==> src/rtl/uart_exchange_sequencer_if.sv <==
// Signal bundle between uart_exchange_sequencer (slave modport) and its host,
// byte source/sink and the half-duplex UART core (master modport).
interface uart_exchange_sequencer_if #(
    parameter int LEN_WIDTH   = 8,
    parameter int GUARD_WIDTH = 8,
    parameter int WAIT_WIDTH  = 16
);
    logic                   cmdStart;
    logic [LEN_WIDTH-1:0]   cmdTxLen;
    logic [LEN_WIDTH-1:0]   cmdRxLen;
    logic [GUARD_WIDTH-1:0] guardCycles;
    logic [WAIT_WIDTH-1:0]  waitCycles;
    logic                   busy, done, timeoutErr, frameErr, overrunErr;
    logic [7:0]             srcData;
    logic                   srcValid, srcReady;
    logic [7:0]             rxByte;
    logic                   rxValid;
    logic [7:0]             uartTxData;
    logic                   uartStartTx, uartAckFlags;
    logic                   uartTxFull, uartTxRun;
    logic [7:0]             uartRxData;
    logic                   uartDataReady, uartFrameError, uartOverrun;
    logic                   uartRxStartBit, uartRxRun;

    modport slave (
        input  cmdStart, cmdTxLen, cmdRxLen, guardCycles, waitCycles,
        input  srcData, srcValid,
        input  uartTxFull, uartTxRun, uartRxData, uartDataReady,
        input  uartFrameError, uartOverrun, uartRxStartBit, uartRxRun,
        output busy, done, timeoutErr, frameErr, overrunErr,
        output srcReady, rxByte, rxValid, uartTxData, uartStartTx, uartAckFlags
    );

    modport master (
        output cmdStart, cmdTxLen, cmdRxLen, guardCycles, waitCycles,
        output srcData, srcValid,
        output uartTxFull, uartTxRun, uartRxData, uartDataReady,
        output uartFrameError, uartOverrun, uartRxStartBit, uartRxRun,
        input  busy, done, timeoutErr, frameErr, overrunErr,
        input  srcReady, rxByte, rxValid, uartTxData, uartStartTx, uartAckFlags
    );
endinterface

==> src/rtl/uart_exchange_sequencer.sv <==
// Command sequencer for a half-duplex UART: send N bytes with guard time, then receive M bytes
// with a per-byte wait timeout. Optional macro SEQ_RX_FRAME_DROP_EN drops frame-errored RX bytes.
module uart_exchange_sequencer #(
    parameter int LEN_WIDTH   = 8,
    parameter int GUARD_WIDTH = 8,
    parameter int WAIT_WIDTH  = 16
) (
    input logic                      clk,
    input logic                      reset,
    uart_exchange_sequencer_if.slave bus
);
    typedef enum logic [2:0] {
        IDLE, TX_FETCH, TX_LOAD, TX_WAIT, GUARD, RX_WAIT, RX_ACK, DONE
    } state_t;

    state_t                 state_q, state_d;
    logic [LEN_WIDTH-1:0]   tx_rem_q, tx_rem_d, rx_rem_q, rx_rem_d;
    logic [GUARD_WIDTH-1:0] guard_cnt_q, guard_cnt_d;
    logic [GUARD_WIDTH:0]   guard_next;
    logic [WAIT_WIDTH-1:0]  wait_cnt_q, wait_cnt_d, wait_next;
    logic [7:0]             tx_data_q, tx_data_d, rx_byte_q, rx_byte_d;
    logic busy_q, busy_d, done_q, done_d, rx_valid_q, rx_valid_d;
    logic start_tx_q, start_tx_d, ack_q, ack_d, src_ready_q, src_ready_d;
    logic timeout_q, timeout_d, frame_q, frame_d, overrun_q, overrun_d;
    logic keep_byte;

`ifdef SEQ_RX_FRAME_DROP_EN
    // A framed-bad byte leaves its slot open for the card's retransmission.
    assign keep_byte = ~bus.uartFrameError;
`else
    assign keep_byte = 1'b1;
`endif

    assign guard_next = {1'b0, guard_cnt_q} + (GUARD_WIDTH+1)'(1);
    // Waiting time only runs while the line is quiet; it saturates rather than wrapping.
    assign wait_next  = (!bus.uartRxStartBit && !bus.uartRxRun && wait_cnt_q != '1)
                        ? wait_cnt_q + WAIT_WIDTH'(1) : wait_cnt_q;

    always_comb begin
        state_d     = state_q;
        tx_rem_d    = tx_rem_q;
        rx_rem_d    = rx_rem_q;
        guard_cnt_d = guard_cnt_q;
        wait_cnt_d  = wait_cnt_q;
        tx_data_d   = tx_data_q;
        rx_byte_d   = rx_byte_q;
        timeout_d   = timeout_q;
        frame_d     = frame_q;
        overrun_d   = overrun_q;
        rx_valid_d  = 1'b0;
        done_d      = 1'b0;
        case (state_q)
            IDLE: if (bus.cmdStart) begin
                tx_rem_d   = bus.cmdTxLen;
                rx_rem_d   = bus.cmdRxLen;
                timeout_d  = 1'b0;
                frame_d    = 1'b0;
                overrun_d  = 1'b0;
                wait_cnt_d = '0;
                if (bus.cmdTxLen != '0)      state_d = TX_FETCH;
                else if (bus.cmdRxLen != '0) state_d = RX_WAIT;
                else                         state_d = DONE;
            end
            TX_FETCH: if (bus.srcValid) begin
                tx_data_d = bus.srcData;
                state_d   = TX_LOAD;
            end
            TX_LOAD: if (bus.uartTxFull || bus.uartTxRun) state_d = TX_WAIT;
            TX_WAIT: if (!bus.uartTxFull && !bus.uartTxRun) begin
                tx_rem_d    = tx_rem_q - LEN_WIDTH'(1);
                guard_cnt_d = '0;
                state_d     = GUARD;
            end
            GUARD: begin
                if (guard_next >= {1'b0, bus.guardCycles}) begin
                    if (tx_rem_q != '0) state_d = TX_FETCH;
                    else if (rx_rem_q != '0) begin
                        wait_cnt_d = '0;
                        state_d    = RX_WAIT;
                    end else state_d = DONE;
                end else guard_cnt_d = guard_next[GUARD_WIDTH-1:0];
            end
            RX_WAIT: begin
                if (bus.uartDataReady) begin
                    rx_byte_d = bus.uartRxData;
                    state_d   = RX_ACK;
                end else begin
                    wait_cnt_d = wait_next;
                    if (bus.waitCycles != '0 && wait_next >= bus.waitCycles) begin
                        timeout_d = 1'b1;
                        state_d   = DONE;
                    end
                end
            end
            RX_ACK: begin
                frame_d    = frame_q | bus.uartFrameError;
                overrun_d  = overrun_q | bus.uartOverrun;
                wait_cnt_d = '0;
                state_d    = RX_WAIT;
                if (keep_byte) begin
                    rx_valid_d = 1'b1;
                    rx_rem_d   = rx_rem_q - LEN_WIDTH'(1);
                    if (rx_rem_q == LEN_WIDTH'(1)) state_d = DONE;
                end
            end
            DONE: begin
                done_d  = 1'b1;
                state_d = IDLE;
            end
            default: state_d = IDLE;
        endcase
        // Moore outputs registered off the next state so they line up with the state itself.
        busy_d      = (state_d != IDLE);
        src_ready_d = (state_d == TX_FETCH);
        start_tx_d  = (state_d == TX_LOAD);
        ack_d       = (state_d == RX_ACK);
    end

    always_ff @(posedge clk) begin
        if (reset) begin
            state_q     <= IDLE;
            tx_rem_q    <= '0;
            rx_rem_q    <= '0;
            guard_cnt_q <= '0;
            wait_cnt_q  <= '0;
            tx_data_q   <= '0;
            rx_byte_q   <= '0;
            busy_q      <= 1'b0;
            done_q      <= 1'b0;
            rx_valid_q  <= 1'b0;
            start_tx_q  <= 1'b0;
            ack_q       <= 1'b0;
            src_ready_q <= 1'b0;
            timeout_q   <= 1'b0;
            frame_q     <= 1'b0;
            overrun_q   <= 1'b0;
        end else begin
            state_q     <= state_d;
            tx_rem_q    <= tx_rem_d;
            rx_rem_q    <= rx_rem_d;
            guard_cnt_q <= guard_cnt_d;
            wait_cnt_q  <= wait_cnt_d;
            tx_data_q   <= tx_data_d;
            rx_byte_q   <= rx_byte_d;
            busy_q      <= busy_d;
            done_q      <= done_d;
            rx_valid_q  <= rx_valid_d;
            start_tx_q  <= start_tx_d;
            ack_q       <= ack_d;
            src_ready_q <= src_ready_d;
            timeout_q   <= timeout_d;
            frame_q     <= frame_d;
            overrun_q   <= overrun_d;
        end
    end

    assign bus.busy         = busy_q;
    assign bus.done         = done_q;
    assign bus.timeoutErr   = timeout_q;
    assign bus.frameErr     = frame_q;
    assign bus.overrunErr   = overrun_q;
    assign bus.srcReady     = src_ready_q;
    assign bus.rxByte       = rx_byte_q;
    assign bus.rxValid      = rx_valid_q;
    assign bus.uartTxData   = tx_data_q;
    assign bus.uartStartTx  = start_tx_q;
    assign bus.uartAckFlags = ack_q;
endmodule

==> src/flat_wrapper.sv <==
// flat-port wrapper written by rule: the top's interface ports become plain ports
module uart_exchange_sequencer_flat 
#(
    parameter int LEN_WIDTH   = 8,
    parameter int GUARD_WIDTH = 8,
    parameter int WAIT_WIDTH  = 16
)
  (clk, reset, bus_cmdStart, bus_cmdTxLen, bus_cmdRxLen, bus_guardCycles, bus_waitCycles, bus_srcData, bus_srcValid, bus_uartTxFull, bus_uartTxRun, bus_uartRxData, bus_uartDataReady, bus_uartFrameError, bus_uartOverrun, bus_uartRxStartBit, bus_uartRxRun, bus_busy, bus_done, bus_timeoutErr, bus_frameErr, bus_overrunErr, bus_srcReady, bus_rxByte, bus_rxValid, bus_uartTxData, bus_uartStartTx, bus_uartAckFlags);
  uart_exchange_sequencer_if #(.LEN_WIDTH(LEN_WIDTH), .GUARD_WIDTH(GUARD_WIDTH), .WAIT_WIDTH(WAIT_WIDTH)) bus_i ();
  input logic clk;
  input logic reset;
  input wire logic [$bits(bus_i.cmdStart)-1:0] bus_cmdStart;
  input wire logic [$bits(bus_i.cmdTxLen)-1:0] bus_cmdTxLen;
  input wire logic [$bits(bus_i.cmdRxLen)-1:0] bus_cmdRxLen;
  input wire logic [$bits(bus_i.guardCycles)-1:0] bus_guardCycles;
  input wire logic [$bits(bus_i.waitCycles)-1:0] bus_waitCycles;
  input wire logic [$bits(bus_i.srcData)-1:0] bus_srcData;
  input wire logic [$bits(bus_i.srcValid)-1:0] bus_srcValid;
  input wire logic [$bits(bus_i.uartTxFull)-1:0] bus_uartTxFull;
  input wire logic [$bits(bus_i.uartTxRun)-1:0] bus_uartTxRun;
  input wire logic [$bits(bus_i.uartRxData)-1:0] bus_uartRxData;
  input wire logic [$bits(bus_i.uartDataReady)-1:0] bus_uartDataReady;
  input wire logic [$bits(bus_i.uartFrameError)-1:0] bus_uartFrameError;
  input wire logic [$bits(bus_i.uartOverrun)-1:0] bus_uartOverrun;
  input wire logic [$bits(bus_i.uartRxStartBit)-1:0] bus_uartRxStartBit;
  input wire logic [$bits(bus_i.uartRxRun)-1:0] bus_uartRxRun;
  output wire logic [$bits(bus_i.busy)-1:0] bus_busy;
  output wire logic [$bits(bus_i.done)-1:0] bus_done;
  output wire logic [$bits(bus_i.timeoutErr)-1:0] bus_timeoutErr;
  output wire logic [$bits(bus_i.frameErr)-1:0] bus_frameErr;
  output wire logic [$bits(bus_i.overrunErr)-1:0] bus_overrunErr;
  output wire logic [$bits(bus_i.srcReady)-1:0] bus_srcReady;
  output wire logic [$bits(bus_i.rxByte)-1:0] bus_rxByte;
  output wire logic [$bits(bus_i.rxValid)-1:0] bus_rxValid;
  output wire logic [$bits(bus_i.uartTxData)-1:0] bus_uartTxData;
  output wire logic [$bits(bus_i.uartStartTx)-1:0] bus_uartStartTx;
  output wire logic [$bits(bus_i.uartAckFlags)-1:0] bus_uartAckFlags;
  assign bus_i.cmdStart = bus_cmdStart;
  assign bus_i.cmdTxLen = bus_cmdTxLen;
  assign bus_i.cmdRxLen = bus_cmdRxLen;
  assign bus_i.guardCycles = bus_guardCycles;
  assign bus_i.waitCycles = bus_waitCycles;
  assign bus_i.srcData = bus_srcData;
  assign bus_i.srcValid = bus_srcValid;
  assign bus_i.uartTxFull = bus_uartTxFull;
  assign bus_i.uartTxRun = bus_uartTxRun;
  assign bus_i.uartRxData = bus_uartRxData;
  assign bus_i.uartDataReady = bus_uartDataReady;
  assign bus_i.uartFrameError = bus_uartFrameError;
  assign bus_i.uartOverrun = bus_uartOverrun;
  assign bus_i.uartRxStartBit = bus_uartRxStartBit;
  assign bus_i.uartRxRun = bus_uartRxRun;
  assign bus_busy = bus_i.busy;
  assign bus_done = bus_i.done;
  assign bus_timeoutErr = bus_i.timeoutErr;
  assign bus_frameErr = bus_i.frameErr;
  assign bus_overrunErr = bus_i.overrunErr;
  assign bus_srcReady = bus_i.srcReady;
  assign bus_rxByte = bus_i.rxByte;
  assign bus_rxValid = bus_i.rxValid;
  assign bus_uartTxData = bus_i.uartTxData;
  assign bus_uartStartTx = bus_i.uartStartTx;
  assign bus_uartAckFlags = bus_i.uartAckFlags;
  uart_exchange_sequencer #(.LEN_WIDTH(LEN_WIDTH), .GUARD_WIDTH(GUARD_WIDTH), .WAIT_WIDTH(WAIT_WIDTH)) u_core (.clk(clk), .reset(reset), .bus(bus_i));
endmodule
==> config.mk <==
export PLATFORM = sky130hd
export DESIGN_NAME = uart_exchange_sequencer_flat
export DESIGN_NICKNAME = d
export VERILOG_FILES = /design/src/rtl/uart_exchange_sequencer_if.sv /design/src/rtl/uart_exchange_sequencer.sv /design/src/flat_wrapper.sv
export SDC_FILE = /design/constraint.sdc
export NUM_CORES = 1
export LEC_CHECK = 0
export BUFFER_PORTS_ARGS = -buffer_cell sky130_fd_sc_hd__buf_2
export CAP_MARGIN = 20
export CORE_MARGIN = 2
export CORE_UTILIZATION = 39
export CTS_CLUSTER_SIZE = 20
export DETAILED_ROUTE_END_ITERATION = 7
export GPL_TIMING_DRIVEN = 1
export PLACE_DENSITY = 0.64
export SLEW_MARGIN = 20
export SYNTH_ARGS = -nofsm -noshare
export SYNTH_HDL_FRONTEND = slang
export SYNTH_SLANG_ARGS = --single-unit
==> constraint.sdc <==
create_clock -name clk -period 7.4 [get_ports clk]
set_clock_uncertainty 0.2 [all_clocks]
set_input_delay 0.74 -clock clk [delete_from_list [all_inputs] [get_ports clk]]
set_output_delay 0.74 -clock clk [all_outputs]
set_load 0.02 [all_outputs]
==> results of run 1 <==
kinds of logic after synthesis:
logic type / after synthesis / synth area share [%]
buf+inv: 61 / 6.429
xor+xnor: 20 / 4.054
fa+ha+maj: 29 / 8.399
flops: 68 / 31.51
simple gates: 231 / 27.63
compound gates: 136 / 19.40
mux: 11 / 2.578
synthesized netlist by cell type, types with 5 or more instances:
| cell | n | area share [%] |
|---|---|---|
| nand3b_1 | 7 | 1.2 |
| clkbuf_1 | 16 | 1.4 |
| nand2_1 | 63 | 5.5 |
| a31oi_1 | 10 | 1.4 |
| buf_2 | 5 | 0.58 |
| nor4_1 | 14 | 2.0 |
| nor3_1 | 15 | 1.7 |
| or3_1 | 8 | 1.2 |
| ha_1 | 29 | 8.4 |
| o21ai_1 | 6 | 0.70 |
| xnor2_1 | 10 | 2.0 |
| nand3_1 | 23 | 2.7 |
| inv_1 | 32 | 2.8 |
| dfxtp_1 | 68 | 32 |
| xor2_1 | 10 | 2.0 |
| or4_1 | 5 | 0.87 |
| nor2b_1 | 6 | 0.87 |
| nor2_1 | 53 | 4.6 |
| a21oi_1 | 62 | 7.2 |
| nand4_1 | 5 | 0.72 |
| o21ai_0 | 14 | 1.6 |
| o31ai_1 | 10 | 1.7 |
| mux2i_1 | 10 | 2.3 |
| buf_4 | 5 | 0.87 |
layout make-up:
class / instances / area share, %
Timing Repair Buffer: 92 / 9.227
Sequential cell: 68 / 27.13
Clock inverter: 6 / 1.771
Clock buffer: 10 / 2.544
Multi-Input combinational cell: 427 / 53.44
Tap cell: 140 / 3.491
Inverter: 32 / 2.394
metal layers:
layer	vias to the layer above	track usage, %
met5	-	0
met1	1941	23.51
li1	2152	-
met2	101	31.46
met3	8	3.347
met4	0	5.063
state kept, by name, indices dropped and copies added, names as in the netlist, 3 cells and up:
signal / cells
u_core.rx_rem_q: 8
u_core.tx_rem_q: 8
u_core.guard_cnt_q: 8
u_core.bus.rxByte: 8
u_core.state_q: 3
u_core.wait_cnt_q: 16
u_core.bus.uartTxData: 8
worst paths after layout:
path / startpoint / to / slack [ns] / depth (start not counted)
setup reg to reg: u_core.wait_cnt_q[7] / u_core.bus.uartAckFlags / 3.23 / 11
hold / removal: u_core.bus.timeoutErr / u_core.bus.timeoutErr / 0.25 / 2
hold reg to reg: u_core.bus.timeoutErr / u_core.bus.timeoutErr / 0.25 / 2
setup / recovery: u_core.wait_cnt_q[7] / u_core.bus.uartAckFlags / 3.23 / 11
critical path: cells and delay by family (launching register included):
| family | cells | cell delay, ns |
|---|---|---|
| AO/OA/AOI/OAI | 5 | 1.52 |
| adder cells (fa/ha/maj) | 1 | 0.28 |
| flip-flops | 1 | 0.50 |
| multiplexers | 1 | 0.34 |
| AND/OR/NAND/NOR | 4 | 1.18 |
power by group:
| part | internal, mW | total, mW | switching, mW |
|---|---|---|---|
| clock network | 0.190 | 0.335 | 0.145 |
| registers | 0.381 | 0.398 | 0.0169 |
| logic | 0.0548 | 0.139 | 0.0840 |
| total | 0.626 | 0.872 | 0.246 |
==> results.sh, run 1 <==
export IMPL_synth_async_reset_ratio_pct=0
export IMPL_grt_max_degree=67
export IMPL_ctsHoldBuffers=0
export IMPL_final_util_pct=46.28
export IMPL_cap_violations=0
export IMPL_peakVddDrop_uv=116.5
export IMPL_drive_above_1_share_pct=19.06
export IMPL_dp_cells=759
export IMPL_synthToLayoutAreaGrowth_pct=16.13
export IMPL_ys_seq_area_share_pct=31.51
export IMPL_synth_area_sq_um=4320
export IMPL_ys_flop_type="dfxtp_1"
export IMPL_fin_ws_ns=3.226
export IMPL_grt_pass1_wl_microns=17550
export IMPL_netlist_instances=556
export IMPL_post_route_min_period_ns=4.174
export IMPL_cts_resized=0
export IMPL_gr_usage_all_layers_pct=18.32
export IMPL_num_rows=38
export IMPL_finalHoldViolCount=0
export IMPL_final_antenna_net_count=0
export IMPL_final_cell_mix="buf_2, dfxtp_1, nand2_1"
export IMPL_drt_pass1_iterations=4
export IMPL_status="finished clean"
export IMPL_yosys_warnings=0
export IMPL_via_per_inst=5.422
export IMPL_path_cells="nand4_1 > nor3_2 > a21boi_1 > mux2_2 > ha_1 > nor2b_1 > o211a_1 > o311ai_0 > a31oi_1 > a221oi_1 > nor4_1"
export IMPL_clockRootBuffer="clkbuf_8"
export IMPL_slowest_stage="nor3_2"
export IMPL_ys_ff_latch=68
export IMPL_fin_total_pwr_mw=0.8717
export IMPL_io_pins=92
export IMPL_crit_type="flop to flop"
export IMPL_yosysUniqueCellTypes=64
export IMPL_syn_nets=652
export IMPL_cts_tree="built"
export IMPL_drv_slew=0
export IMPL_clkTransAtPathRegs_ns=0.07
export IMPL_nets=726
export IMPL_multi_input_area_sq_um=2681
export IMPL_num_vias=4202
export IMPL_rsz0062_at_grt="false"
export IMPL_hold_path_class="flop to flop"
export IMPL_cts_buffers=9
export IMPL_top_layer_used="met4"
export IMPL_die_area_sq_um=11940
export IMPL_cp_arrival_ns=4.16
export IMPL_overflow=0
export IMPL_setup_worst_path_end_class="flop"
export IMPL_core_area_sq_um=10840
export IMPL_grt_pass1_vias=3908
export IMPL_cts_sinks=68
export IMPL_max_stage_delay_ns=0.68
export IMPL_regArea_sq_um=1361
export IMPL_syn_avg_cell_area_sq_um=7.770
export IMPL_tightest_slew_ns=0.9252
export IMPL_io_buffers=91
export IMPL_final_cells=775
export IMPL_wl_per_cell_microns=13.91
export IMPL_cts_htree_levels=3
export IMPL_power_leakage_nw=2.200
export IMPL_hold_ws_ns=0.2549
export IMPL_gp_congestion=0.9494
export IMPL_drt_met1_wl_microns=4913
export IMPL_max_freq_mhz=239.6
export IMPL_p_per_area_nw_per_um2=173.7
export IMPL_routed_wl_met2_microns=5203
export IMPL_fillCellCount=1118
export IMPL_hpwl_microns=8019
export IMPL_final_common_cell="buf_2"
export IMPL_maxSlewHeadroom_pct=38.32
export IMPL_antenna_found_initial=0
export IMPL_setup_viol=0
export IMPL_fin_setup_tns_ns=0
export IMPL_cts_setup_buffers=0
export IMPL_cts_buffer_depth=2
export IMPL_cp_start_kind="flop"
export IMPL_cp_max_fo=13
export IMPL_fin_crit_sh_pct=56.40
export IMPL_start_util_pct=39.85
export IMPL_chipHeight_microns=109.3
export IMPL_dr_wl_met3_microns=573
export IMPL_routed_wl_microns=10780
export IMPL_drt_iter0_drc=221
export IMPL_final_area_sq_um=5017
export IMPL_drc=0
export IMPL_diodes=0
export IMPL_crit_required_ns=7.39
export IMPL_insertion_delay_ns=0.34
export IMPL_dpl_instance_area_sq_um=4801
export IMPL_post_place_ws_ns=3.322
export IMPL_synth_edf_count=0
export IMPL_fp_dieW_microns=109.3
No activity file was read; power rests on OpenSTA's default activity.
==> run 2, diff against run 1 <==
--- a/config.mk
+++ b/config.mk
@@ -12,7 +12,7 @@
 export CTS_CLUSTER_SIZE = 20
 export DETAILED_ROUTE_END_ITERATION = 7
 export GPL_TIMING_DRIVEN = 1
-export PLACE_DENSITY = 0.64
+export PLACE_DENSITY = 0.67
 export SLEW_MARGIN = 20
 export SYNTH_ARGS = -nofsm -noshare
 export SYNTH_HDL_FRONTEND = slang
==> constraint.sdc (replaced) <==
create_clock -name clk -period 3.5 [get_ports clk]
set_clock_uncertainty 0.2 [all_clocks]
set_input_delay 0.35 -clock clk [delete_from_list [all_inputs] [get_ports clk]]
set_output_delay 0.35 -clock clk [all_outputs]
set_load 0.02 [all_outputs]
==> results.sh, run 2 (same netlist as run 1, synthesis figures left out) <==
export IMPL_fin_crit_sh_pct=94.55
export IMPL_start_util_pct=39.85
export IMPL_cp_start_kind="flop"
export IMPL_diodes=0
export IMPL_post_place_ws_ns=-0.1435
export IMPL_p_sw_mw=0.5380
export IMPL_cts_sinks=68
export IMPL_drv_slew=0
export IMPL_hold_path_class="input pin to flop"
export IMPL_core_area_sq_um=10840
export IMPL_die_area_sq_um=11940
export IMPL_grt_max_degree=35
export IMPL_finalHoldViolCount=0
export IMPL_insertion_delay_ns=0.35
export IMPL_slowest_stage="dfxtp_4"
export IMPL_max_freq_mhz=302.2
export IMPL_cp_max_fo=4
export IMPL_drt_pass1_iterations=4
export IMPL_p_per_area_nw_per_um2=340.8
export IMPL_pwr_share_seq_pct=46.6
export IMPL_final_cell_mix="buf_2, dfxtp_1, nand2_1"
export IMPL_crit_required_ns=3.51
export IMPL_gr_usage_all_layers_pct=19.48
export IMPL_setup_viol=0
export IMPL_synthToLayoutAreaGrowth_pct=22.30
export IMPL_p_comb_share_pct=17.1
export IMPL_p_int_mw=1.263
export IMPL_clkTransAtPathRegs_ns=0.08
export IMPL_path_cells="ha_4 > nand4_1 > nor3_4 > buf_6 > a211oi_1 > xor2_1 > ha_1 > a21oi_2 > o21ai_1 > a221oi_1 > a31oi_1 > buf_4 > a221oi_2 > buf_4 > nor4_1"
export IMPL_num_vias=4339
export IMPL_drc=0
export IMPL_clockRootBuffer="clkbuf_8"
export IMPL_final_antenna_net_count=0
export IMPL_tightest_slew_ns=0.6474
export IMPL_post_route_min_period_ns=3.309
export IMPL_io_buffers=91
export IMPL_chipHeight_microns=109.3
export IMPL_peakVddDrop_uv=236.9
export IMPL_cts_buffers=9
export IMPL_largest_register="u_core.wait_cnt_q"
export IMPL_ctsHoldBuffers=0
export IMPL_worst_path_most_repeated_cell="buf_4"
export IMPL_drive_above_1_share_pct=24.66
export IMPL_hold_ws_ns=0.02775
export IMPL_crit_type="flop to flop"
export IMPL_critPathTopFamily="compound AO/OA/AOI/OAI gates"
export IMPL_fin_ws_ns=0.1907
export IMPL_overflow=0
export IMPL_setup_worst_path_end_class="flop"
export IMPL_grt_pass1_vias=4190
export IMPL_grt_pass1_wl_microns=18840
export IMPL_power_leakage_nw=2.361
export IMPL_wl_per_cell_microns=14.10
export IMPL_nets=752
export IMPL_cp_arrival_ns=3.32
export IMPL_cts_tree="built"
export IMPL_antenna_found_initial=0
export IMPL_final_common_cell="buf_2"
export IMPL_fin_total_pwr_mw=1.801
export IMPL_fp_dieW_microns=109.3
export IMPL_maxSlewHeadroom_pct=56.84
export IMPL_status="finished clean"
export IMPL_hpwl_microns=8503
export IMPL_cap_violations=0
export IMPL_num_rows=38
export IMPL_largest_reg_flops=16
export IMPL_drt_iter0_drc=197
export IMPL_routed_wl_microns=11300
export IMPL_worst_r2r_setup_slack_ns=0.19
export IMPL_io_pins=92
export IMPL_cts_htree_levels=3
export IMPL_via_per_inst=5.417
export IMPL_cts_buffer_depth=2
export IMPL_switching_share_pct=29.88
export IMPL_clkPwrFrac_pct=36.3
export IMPL_gp_congestion=0.8309
export IMPL_max_stage_delay_ns=0.37
export IMPL_path_buf_inv=3
run 2: worst paths after layout:
| path | depth (start not counted) | startpoint | endpoint |
|---|---|---|---|
| max | 15 | u_core.wait_cnt_q[1] | u_core.bus.uartAckFlags |
| min | 3 | bus_uartRxData[5] | u_core.bus.rxByte[5] |
| max reg2reg | 15 | u_core.wait_cnt_q[1] | u_core.bus.uartAckFlags |
| min reg2reg | 2 | u_core.bus.rxByte[1] | u_core.bus.rxByte[1] |
run 2: per-stage QoR:
stage	utilization (%)	setup TNS, ns	instances	cell area, sq um
4_1_cts	47.85	0	799	5187
3_5_place_dp	45.95	-0.2860	783	4981
3_3_place_gp	45.95	0	783	4981
2_1_floorplan	-	0	556	4320
6_report	48.74	0	801	5284
5_1_grt	48.74	-0.03058	801	5284
run 2: layer usage:
layer	track usage, %	wire length (microns)	up-vias
li1	-	-	2200
met1	25.26	5209	2023
met2	33.32	5427	105
met3	3.288	524	11
met4	5.335	134	0
met5	0	0	-
run 2: final cells by class:
type | count | area, sq um
Tap cell | 140 | 175.2
Sequential cell | 68 | 1371
Inverter | 32 | 120.1
Fill cell | 1063 | 5557
Clock buffer | 9 | 123.9
Multi-Input combinational cell | 427 | 2751
Clock inverter | 7 | 76.32
Timing Repair Buffer | 118 | 665.6
run 2: worst reg2reg max path, cell delays in order (launching register included):
cell	delay, ns
dfxtp_4	0.37
ha_4	0.14
nand4_1	0.15
nor3_4	0.32
buf_6	0.16
a211oi_1	0.09
xor2_1	0.21
ha_1	0.34
a21oi_2	0.16
o21ai_1	0.10
a221oi_1	0.25
a31oi_1	0.11
buf_4	0.16
a221oi_2	0.21
buf_4	0.16
nor4_1	0.05
run 2: repair_timing:
action / 4_1_cts / 5_1_grt
endpoints found under the hold margin: 0 / 0
gates resized for setup: 1 / 22
endpoints found under the setup margin: 2 / 3
buffers inserted: 0 / 2
pin swaps: 1 / 7
run 2: power groups by stage:
stage	Combinational [mW]	Sequential (mW)	Clock, mW
after floorplan	0.196	0.857	0
after global placement	0.296	0.856	0
after detailed placement	0.304	0.857	0
after CTS	0.305	0.840	0.672
after global routing	0.346	0.846	0.699
final	0.308	0.839	0.654
==> run 3, diff against run 2 <==
--- a/config.mk
+++ b/config.mk
@@ -7,11 +7,12 @@
 export LEC_CHECK = 0
 export BUFFER_PORTS_ARGS = -buffer_cell sky130_fd_sc_hd__buf_2
 export CAP_MARGIN = 20
+export CORE_ASPECT_RATIO = 0.5
 export CORE_MARGIN = 2
 export CORE_UTILIZATION = 39
 export CTS_CLUSTER_SIZE = 20
 export DETAILED_ROUTE_END_ITERATION = 7
-export GPL_TIMING_DRIVEN = 1
+export GPL_TIMING_DRIVEN = 0
 export PLACE_DENSITY = 0.67
 export SLEW_MARGIN = 20
 export SYNTH_ARGS = -nofsm -noshare
==> results.sh, run 3 (same netlist as run 1, synthesis figures left out) <==
export IMPL_fp_dieW_microns=152.9
export IMPL_grt_max_degree=14
export IMPL_r2r_start="u_core.wait_cnt_q[1]"
export IMPL_drive_above_1_share_pct=24.78
export IMPL_gp_congestion=0.9029
export IMPL_regArea_sq_um=1370
export IMPL_maxSlewHeadroom_pct=55.66
export IMPL_synthToLayoutAreaGrowth_pct=28.06
export IMPL_start_util_pct=39.72
export IMPL_nets=761
export IMPL_hpwl_microns=8631
export IMPL_post_route_min_period_ns=3.425
export IMPL_finalHoldViolCount=0
export IMPL_setup_viol=0
export IMPL_clockRootBuffer="clkbuf_16"
export IMPL_cap_violations=0
export IMPL_tightest_slew_ns=0.6651
export IMPL_cts_buffers=9
export IMPL_peakVddDrop_uv=273.9
export IMPL_cts_htree_levels=3
export IMPL_drt_iter0_drc=290
export IMPL_p_per_area_nw_per_um2=388.8
export IMPL_antenna_found_initial=0
export IMPL_cts_sinks=68
export IMPL_final_antenna_net_count=0
export IMPL_r2r_end="u_core.bus.uartAckFlags"
export IMPL_drv_slew=0
export IMPL_core_area_sq_um=10880
export IMPL_insertion_delay_ns=0.34
export IMPL_cts_tree="built"
export IMPL_fin_total_pwr_mw=2.151
export IMPL_largest_register="u_core.wait_cnt_q"
export IMPL_crit_type="flop to flop"
export IMPL_dpl_instance_area_sq_um=4957
export IMPL_reg2regPathDepth=14
export IMPL_io_pins=92
export IMPL_worstHoldStart="bus_uartRxData[3]"
export IMPL_final_area_sq_um=5533
export IMPL_hold_path_end="u_core.bus.rxByte[3]"
export IMPL_final_common_cell="buf_2"
export IMPL_hold_path_class="input pin to flop"
export IMPL_grt_pass1_vias=3953
export IMPL_cp_arrival_ns=3.42
export IMPL_num_vias=4376
export IMPL_max_freq_mhz=291.9
export IMPL_fillCellCount=1074
export IMPL_rsz0062_at_grt="true"
export IMPL_wl_per_cell_microns=14.60
export IMPL_routed_wl_microns=11900
export IMPL_fin_crit_sh_pct=97.86
export IMPL_crit_required_ns=3.49
export IMPL_status="finished clean"
export IMPL_die_area_sq_um=11990
export IMPL_worst_r2r_setup_slack_ns=0.07
export IMPL_multi_input_area_sq_um=2860
export IMPL_setup_worst_path_end_class="flop"
export IMPL_chipHeight_microns=78.43
export IMPL_hold_depth=3
export IMPL_gr_usage_all_layers_pct=19.47
export IMPL_ctsHoldBuffers=0
export IMPL_overflow=0
export IMPL_final_util_pct=50.86
export IMPL_via_per_inst=5.369
export IMPL_grt_pass1_wl_microns=18980
export IMPL_cp_max_fo=7
export IMPL_cts_buffer_depth=2
export IMPL_drc=0
export IMPL_power_leakage_nw=2.395
export IMPL_cp_start_kind="flop"
export IMPL_num_rows=27
export IMPL_clkTransAtPathRegs_ns=0.06
export IMPL_final_cell_mix="buf_2, nand2_1, dfxtp_1"
export IMPL_io_buffers=91
export IMPL_largest_reg_flops=16
export IMPL_diodes=0
export IMPL_drt_pass1_iterations=5
## run 3: changes by cell type in the layout (fill, tap and decap cells not counted), moves of 3 or more
cell       delta
nand3_1       -3
nor2_1        -3
clkbuf_16     +9
clkbuf_1     +16
buf_4        -14
nand3_2       +3
clkbuf_8      -9
buf_2         +4
## run 3: layer usage
metal / routed length (microns) / vias up / GRT usage [%]
li1: - / 2219 / -
met1: 5542 / 2023 / 26.92
met2: 5528 / 122 / 31.21
met3: 679 / 12 / 4.031
met4: 144 / 0 / 4.907
met5: 0 / - / 0
## run 3: through the flow
stage | setup TNS (ns) | hold WS [ns] | worst slack, ns | std cells
after floorplan | 0 | 0.2479 | 0.08476 | 556
after global placement | -1.307 | 0.2391 | -0.4957 | 792
after detailed placement | -1.552 | 0.2435 | -0.5663 | 792
after CTS | 0 | 0.03701 | 0.01088 | 810
after global routing | -0.2518 | 0.04580 | -0.08881 | 815
final | 0 | 0.04419 | 0.07473 | 815
## run 3: layout make-up
cell class,instances,share of cell area (%)
Buffer,29,3.030
Clock buffer,9,4.071
Clock inverter,7,1.809
Inverter,32,2.171
Multi-Input combinational cell,427,51.70
Sequential cell,68,24.76
Tap cell,145,3.279
Timing Repair Buffer,98,9.181
## run 3: worst max-delay path by stage
stage	start	endpoint	slack, ns	depth (start not counted)
floorplan	u_core.wait_cnt_q[0]	u_core.bus.uartAckFlags	0.08	13
global placement	bus_uartRxRun	u_core.bus.uartAckFlags	-0.50	12
detailed placement	bus_uartRxRun	u_core.bus.uartAckFlags	-0.57	12
CTS	u_core.wait_cnt_q[0]	u_core.bus.uartAckFlags	0.01	14
global route	u_core.wait_cnt_q[1]	u_core.bus.uartAckFlags	-0.09	14
finish	u_core.wait_cnt_q[1]	u_core.bus.uartAckFlags	0.07	14
## run 3: where the power goes
part           total [mW]  switching [mW]  internal (mW)
Clock               0.991           0.363          0.628
Combinational       0.325           0.198          0.127
Sequential          0.835          0.0288          0.806
Total                2.15           0.590           1.56
## run 3: timing repair
item | CTS | global route
gates resized for setup | 14 | 26
pin swaps | 4 | 14
hold endpoints to repair | 0 | 0
endpoints found under the setup margin | 4 | 30
buffers inserted | 2 | 6
## run 3: critical path, stage by stage, from the launching register on
cell and delay, ns:
dfxtp_1 0.36, ha_4 0.19, nand4_1 0.10, nor3_2 0.06, buf_6 0.14, buf_4 0.13, a211oi_1 0.45, xor2_1 0.20
ha_1 0.26, a21oi_1 0.12, o21ai_0 0.15, a221oi_2 0.34, a31oi_4 0.17, a221oi_4 0.32, nor4_2 0.09
